[src/rtl/cache_req_extractor.sv]
// AXI AR/AW arbiter feeding the DRAM-cache request FIFO through a one-entry output register.
// Handshake at N -> push at N+1 earliest; fifo_afull_i holds the entry, and ready drops while it is held.
module cache_req_extractor #(
    parameter int ADDR_WIDTH = 64,
    parameter int ID_WIDTH   = 16,
    parameter int INDEX_BITS = 4,
    parameter int INDEX_LSB  = 6,
    parameter int PRIO_MODE  = 0,
    parameter int CNT_WIDTH  = 32,
    localparam int ENTRY_W   = 1 + ID_WIDTH + ADDR_WIDTH
) (
    input  logic                  clk,
    input  logic                  rst_n,
    input  logic [ID_WIDTH-1:0]   arid_i,
    input  logic [ADDR_WIDTH-1:0] araddr_i,
    input  logic                  arvalid_i,
    output logic                  arready_o,
    input  logic [ID_WIDTH-1:0]   awid_i,
    input  logic [ADDR_WIDTH-1:0] awaddr_i,
    input  logic                  awvalid_i,
    output logic                  awready_o,
    output logic [INDEX_BITS-1:0] index_o,
    input  logic                  fifo_afull_i,
    output logic                  fifo_write_en_o,
    output logic [ENTRY_W-1:0]    fifo_data_o,
    output logic [CNT_WIDTH-1:0]  rd_cnt_o,
    output logic [CNT_WIDTH-1:0]  wr_cnt_o
);

    typedef struct packed {
        logic [ADDR_WIDTH-1:0] addr;
        logic [ID_WIDTH-1:0]   id;
        logic                  is_write;
    } entry_t;

    typedef enum logic {S_EMPTY = 1'b0, S_FULL = 1'b1} state_t;

    state_t                r_state;
    entry_t                r_entry;
    logic [INDEX_BITS-1:0] r_index;
    logic                  r_last_aw;
    logic [CNT_WIDTH-1:0]  r_rd_cnt;
    logic [CNT_WIDTH-1:0]  r_wr_cnt;

    logic   w_out_vld;
    logic   w_push;
    logic   w_can_accept;
    logic   w_grant_ar;
    logic   w_grant_aw;
    logic   w_ar_hs;
    logic   w_aw_hs;
    logic   w_hs;
    entry_t w_sel;

    // Gating with rst_n keeps ready and push low during the reset cycle itself.
    assign w_out_vld    = (r_state == S_FULL);
    assign w_push       = rst_n & w_out_vld & ~fifo_afull_i;
    assign w_can_accept = rst_n & (~w_out_vld | w_push);

    assign w_grant_ar = arvalid_i & (~awvalid_i | (PRIO_MODE != 0) | r_last_aw);
    assign w_grant_aw = awvalid_i & ~w_grant_ar;

    assign arready_o = w_can_accept & w_grant_ar;
    assign awready_o = w_can_accept & w_grant_aw;
    assign w_ar_hs   = arvalid_i & arready_o;
    assign w_aw_hs   = awvalid_i & awready_o;
    assign w_hs      = w_ar_hs | w_aw_hs;

    always_comb begin
        w_sel.is_write = w_grant_aw;
        w_sel.id       = w_grant_aw ? awid_i   : arid_i;
        w_sel.addr     = w_grant_aw ? awaddr_i : araddr_i;
    end

    always_ff @(posedge clk) begin
        if (!rst_n) begin
            r_state   <= S_EMPTY;
            r_entry   <= '0;
            r_index   <= '0;
            r_last_aw <= 1'b1;
            r_rd_cnt  <= '0;
            r_wr_cnt  <= '0;
        end else begin
            case (r_state)
                S_EMPTY: if (w_hs) r_state <= S_FULL;
                S_FULL:  if (w_push && !w_hs) r_state <= S_EMPTY;
            endcase
            if (w_hs) begin
                r_entry   <= w_sel;
                r_index   <= w_sel.addr[INDEX_LSB +: INDEX_BITS];
                r_last_aw <= w_grant_aw;
            end
            if (w_ar_hs && (r_rd_cnt != '1)) r_rd_cnt <= r_rd_cnt + CNT_WIDTH'(1);
            if (w_aw_hs && (r_wr_cnt != '1)) r_wr_cnt <= r_wr_cnt + CNT_WIDTH'(1);
        end
    end

    assign fifo_write_en_o = w_push;
    assign fifo_data_o     = r_entry;
    assign index_o         = r_index;
    assign rd_cnt_o        = r_rd_cnt;
    assign wr_cnt_o        = r_wr_cnt;

endmodule

[config.mk]
export PLATFORM = sky130hd
export DESIGN_NAME = cache_req_extractor
export DESIGN_NICKNAME = d
export VERILOG_FILES = /design/src/rtl/cache_req_extractor.sv
export SDC_FILE = /design/constraint.sdc
export NUM_CORES = 1
export LEC_CHECK = 0
export ABC_AREA = 1
export CAP_MARGIN = 0
export CELL_PAD_IN_SITES_DETAIL_PLACEMENT = 1
export CELL_PAD_IN_SITES_GLOBAL_PLACEMENT = 2
export CORE_MARGIN = 5
export CORE_UTILIZATION = 22
export DETAILED_ROUTE_END_ITERATION = 12
export PLACE_DENSITY_LB_ADDON = 0.05
export SYNTH_ARGS = -nofsm -noshare
export SYNTH_HDL_FRONTEND = slang
export SYNTH_SLANG_ARGS = --single-unit
[constraint.sdc]
create_clock -name clk -period 2.3 [get_ports clk]
set_clock_uncertainty 0.05 [all_clocks]
set_input_delay 0.345 -clock clk [delete_from_list [all_inputs] [get_ports clk]]
set_output_delay 0.345 -clock clk [all_outputs]
set_load 0.02 [all_outputs]
==> results list, run 1 <==
* Result of the run: complete, no violations
* Commonest non-fill, non-tap cell in the layout: sky130_fd_sc_hd__nand2_1
- CTS saw 147 sinks.
- The floorplan has 71 rows.
- The worst register-to-register path has a setup slack of 350 ps.
- Number of nets in the synthesized netlist: 1482
- Max-cap violations in this run came to 0.
- Crit path capture type: output port
* Achievable frequency: 474 MHz
- Ratio of total power to cell area: 595 nW/um^2
- Broken down by cell family, the worst path's largest delay share belongs to buffers and inverters.
- Number of detailed-routing iterations run before antenna repair: 4
- Routability congestion estimate from global placement: 0.756
* I/O Buffers: 316
- For the worst flop-to-flop path, the logic depth is 11.
- Worst EP required: 1900 ps
- VDD IR-drop max: 0.291 mV
- Cells after Synth: 1315
- Hold/Removal Path Class: in2reg
- Clock tree synthesis selected as its root buffer the cell sky130_fd_sc_hd__clkbuf_16.
* Worst r2r dst: wr_cnt_o[27]$_SDFFE_PN0P_
- Pre-CTS WS: -67.0 ps
- Clock-pin slew was measured on the worst setup and hold paths at 70 ps.
* CP bufs+invs: 2
- After clock tree synthesis, the setup repair step added 0 buffers.
- Final-stage net count: 1789
- After synthesis the cells add up to 8270 um^2.
* Startpoint type of the worst setup path: register
- Core footprint: 37400 um^2
- Share of the clock period used by the worst path: 91.8%
* Initial drt markers: 254
- In the final routed layout, each cell accounts on average for 16.5 um.
- Synthesis inferred 147 register bits.
- For this design the static power due to leakage is 4.96 nW.
- Min cycle time layout: 2110 ps
- Setup violations remaining at the end of the flow were counted as 0.
- Dividing the detail-routed via count by the number of cells gives 4.22.
* Final worst slack: 189 ps
- The worst setup path is of the reg2out kind.
- The path with the worst hold slack has its endpoint at r_last_aw$_SDFFE_PN1P_.
* Depth of the worst hold-timing path: 6
- Maximum root-to-sink buffer count: 2
* Effective utilization at floorplan: 22.1%
* DP Wirelength: 27500 um
- In this run the horizontal extent of the chip is 204 um.
- Actual slew at the worst max-slew pin: 947 ps
* Source of the worst hold timing path: rst_n
- TritonCTS built the clock tree.
- Number of top-level design ports: 317
* Routed via count: 9069
- Cell with the largest stage delay on the worst path: sky130_fd_sc_hd__clkdlybuf4s50_1
* Internal Dissipation: 5.52 mW
- Post-route DRC: 0
- Maximum cell stage delay along the critical path: 690 ps
- Sequential element share of the synthesized area: 35.6%
* Die span in y: 204 um
- In this run switching power makes up 27.5% of total power.
- Entering global routing, the biggest net connects 94 pins.
- For this run, the total global-route usage over all layers was measured as 17.0%.
* Part of the total power dissipated in the clock network: 42.7%
- The tightest hold path in the finished design has a slack of 399 ps.
* Total number of yosys warnings: 0
- Number of fillers in the final layout: 4658
- RSZ-0062 raised after global routing: no
* Post-Synthesis Mean Instance Area: 6.29 um^2
- Post-cts hold buffer count: 0
- Commonest cells after routing, fill and taps aside: 354 x sky130_fd_sc_hd__nand2_1, 313 x sky130_fd_sc_hd__clkdlybuf4s50_1, 266 x sky130_fd_sc_hd__nor2_1
* Total wire length after detailed routing: 35500 um
- The die covers 41600 um^2.
* Source-to-sink clock delay at the later pin of the worst-skew pair: 450 ps
* Final slew viol count: 0
* Share of cells above drive strength 1: 8.75%
* Post-CTS Resized: 2
- Logic gate share of total power: 20.6%
- Data arrival time at the worst-slack endpoint: 1720 ps
- Wire length of the first global-routing pass: 54700 um
- Crit path cell chain: inv_1 -> nor3_1 -> clkdlybuf4s50_1
- Fraction of power consumed by sequential logic: 36.7%
* Count of cell types in the netlist: 30
* Number of antenna violations at the first check in global routing: 15
* Signed area change from the synthesized netlist to the final layout: 54.7%
* Relative slew slack: 36.9%
- Residual antenna-violating net count after detailed routing: 0
* Crit-path max FO: 3
- The count of endpoints failing hold in the final timing report came to 0.
- Worst r2r src: wr_cnt_o[0]$_SDFFE_PN0P_
- Cts bufs inserted: 17
- Via count of the first global-routing pass: 9373
* Residual overflow from global routing: 0
* Switching power: 2.09 mW
- The H-tree was split into 4 levels.
==> power groups by stage <==
stage | sequential, mW | clock [mW] | combinational [mW]
2_1_floorplan | 3.03 | 0 | 0.549
3_3_place_gp | 2.84 | 0 | 1.60
3_5_place_dp | 2.85 | 0 | 1.60
4_1_cts | 2.80 | 3.37 | 1.61
5_1_grt | 2.81 | 3.45 | 1.72
6_report | 2.79 | 3.25 | 1.57
==> per-layer routing <==
layer | vias up | routed length (um) | global-route usage, %
met4 | 26 | 481 | 3.85
li1 | 4675 | - | -
met2 | 190 | 16700 | 28.2
met1 | 4128 | 15200 | 20.1
met3 | 50 | 3020 | 7.68
met5 | - | 150 | 0
==> cells in the mapped netlist, drive strengths merged <==
library cell | n | area (um^2)
or2 | 1 | 6.26
nand3 | 30 | 150
o21ai | 170 | 851
a21oi | 54 | 387
inv | 142 | 533
xnor2 | 11 | 96.3
clkbuf | 31 | 116
buf | 33 | 254
dfxtp | 147 | 2940
ha | 2 | 25.0
nand4 | 10 | 62.6
o21bai | 1 | 7.51
nor3 | 3 | 15.0
clkinv | 1 | 5.00
nor2 | 280 | 1130
nand2 | 379 | 1520
xor2 | 19 | 166
nor3b | 1 | 7.51
==> worst max-delay path by stage <==
stage,startpoint,endpoint,slack (ps),depth (start not counted)
after global routing,fifo_afull_i,arready_o,100,5
after CTS,r_state$_SDFF_PN0_,fifo_write_en_o,140,3
final,r_state$_SDFF_PN0_,fifo_write_en_o,190,3
after global placement,awvalid_i,fifo_data_o[22]$_SDFFE_PN0P_,-70,9
after detailed placement,fifo_afull_i,arready_o,-70,5
after floorplan,rd_cnt_o[0]$_SDFFE_PN0P_,rd_cnt_o[28]$_SDFFE_PN0P_,410,11
==> layout make-up <==
cell class / count / area (um^2) / share of cell area, %
Multi-Input combinational cell: 961 / 4430 / 34.6
Timing Repair Buffer: 352 / 3560 / 27.9
Sequential cell: 147 / 2940 / 23.0
Tap cell: 511 / 639 / 5.00
Inverter: 143 / 538 / 4.21
Clock buffer: 24 / 502 / 3.92
Clock inverter: 8 / 170 / 1.33
Antenna cell: 3 / 7.51 / 0.0587
==> per-stage QoR <==
stage	std cells	instance area, um^2	total power [mW]	util (%)	setup TNS (ps)
floorplan	1315	8270	3.58	-	0
global placement	2114	12100	4.44	32.4	-875
detailed placement	2114	12100	4.45	32.4	-629
CTS	2146	12800	7.78	34.2	0
global route	2146	12800	7.99	34.2	0
finish	2149	12800	7.61	34.2	0
==> sequential cells by signal (all words and copies together), names as in the netlist <==
register / count
fifo_data_o: 81
rd_cnt_o: 32
r_last_aw: 1
wr_cnt_o: 32
r_state: 1
==> worst register-to-register path, cell delays in order (launching register included) <==
cell and delay, ps:
sky130_fd_sc_hd__dfxtp_1 430, sky130_fd_sc_hd__ha_1 210, sky130_fd_sc_hd__inv_1 70, sky130_fd_sc_hd__nor2_4 200, sky130_fd_sc_hd__nand2_4 110, sky130_fd_sc_hd__nor2_8 160, sky130_fd_sc_hd__nand2_4 100, sky130_fd_sc_hd__nand2_4 100
sky130_fd_sc_hd__inv_2 70, sky130_fd_sc_hd__buf_12 140, sky130_fd_sc_hd__nand2_1 90, sky130_fd_sc_hd__a21oi_2 50
==> cells by family after synthesis <==
kind of cell             count (synthesis)  synth area share, %
adder cells (fa/ha/maj)                  2                0.303
AND/OR/NAND/NOR                        704                 34.9
XOR/XNOR                                30                 3.18
buffers and inverters                  207                 11.0
AO/OA/AOI/OAI                          225                 15.1
flip-flops                             147                 35.6
Note: power is estimated with default switching activity, not from simulation.
==> run 2, diff against run 1 <==
--- a/config.mk
+++ b/config.mk
@@ -13,6 +13,7 @@
 export CORE_UTILIZATION = 22
 export DETAILED_ROUTE_END_ITERATION = 12
 export PLACE_DENSITY_LB_ADDON = 0.05
+export SKIP_LAST_GASP = 1
 export SYNTH_ARGS = -nofsm -noshare
 export SYNTH_HDL_FRONTEND = slang
 export SYNTH_SLANG_ARGS = --single-unit
==> results of run 2 <==
The final DEF is identical to that of run 1; final timing and power are the same.
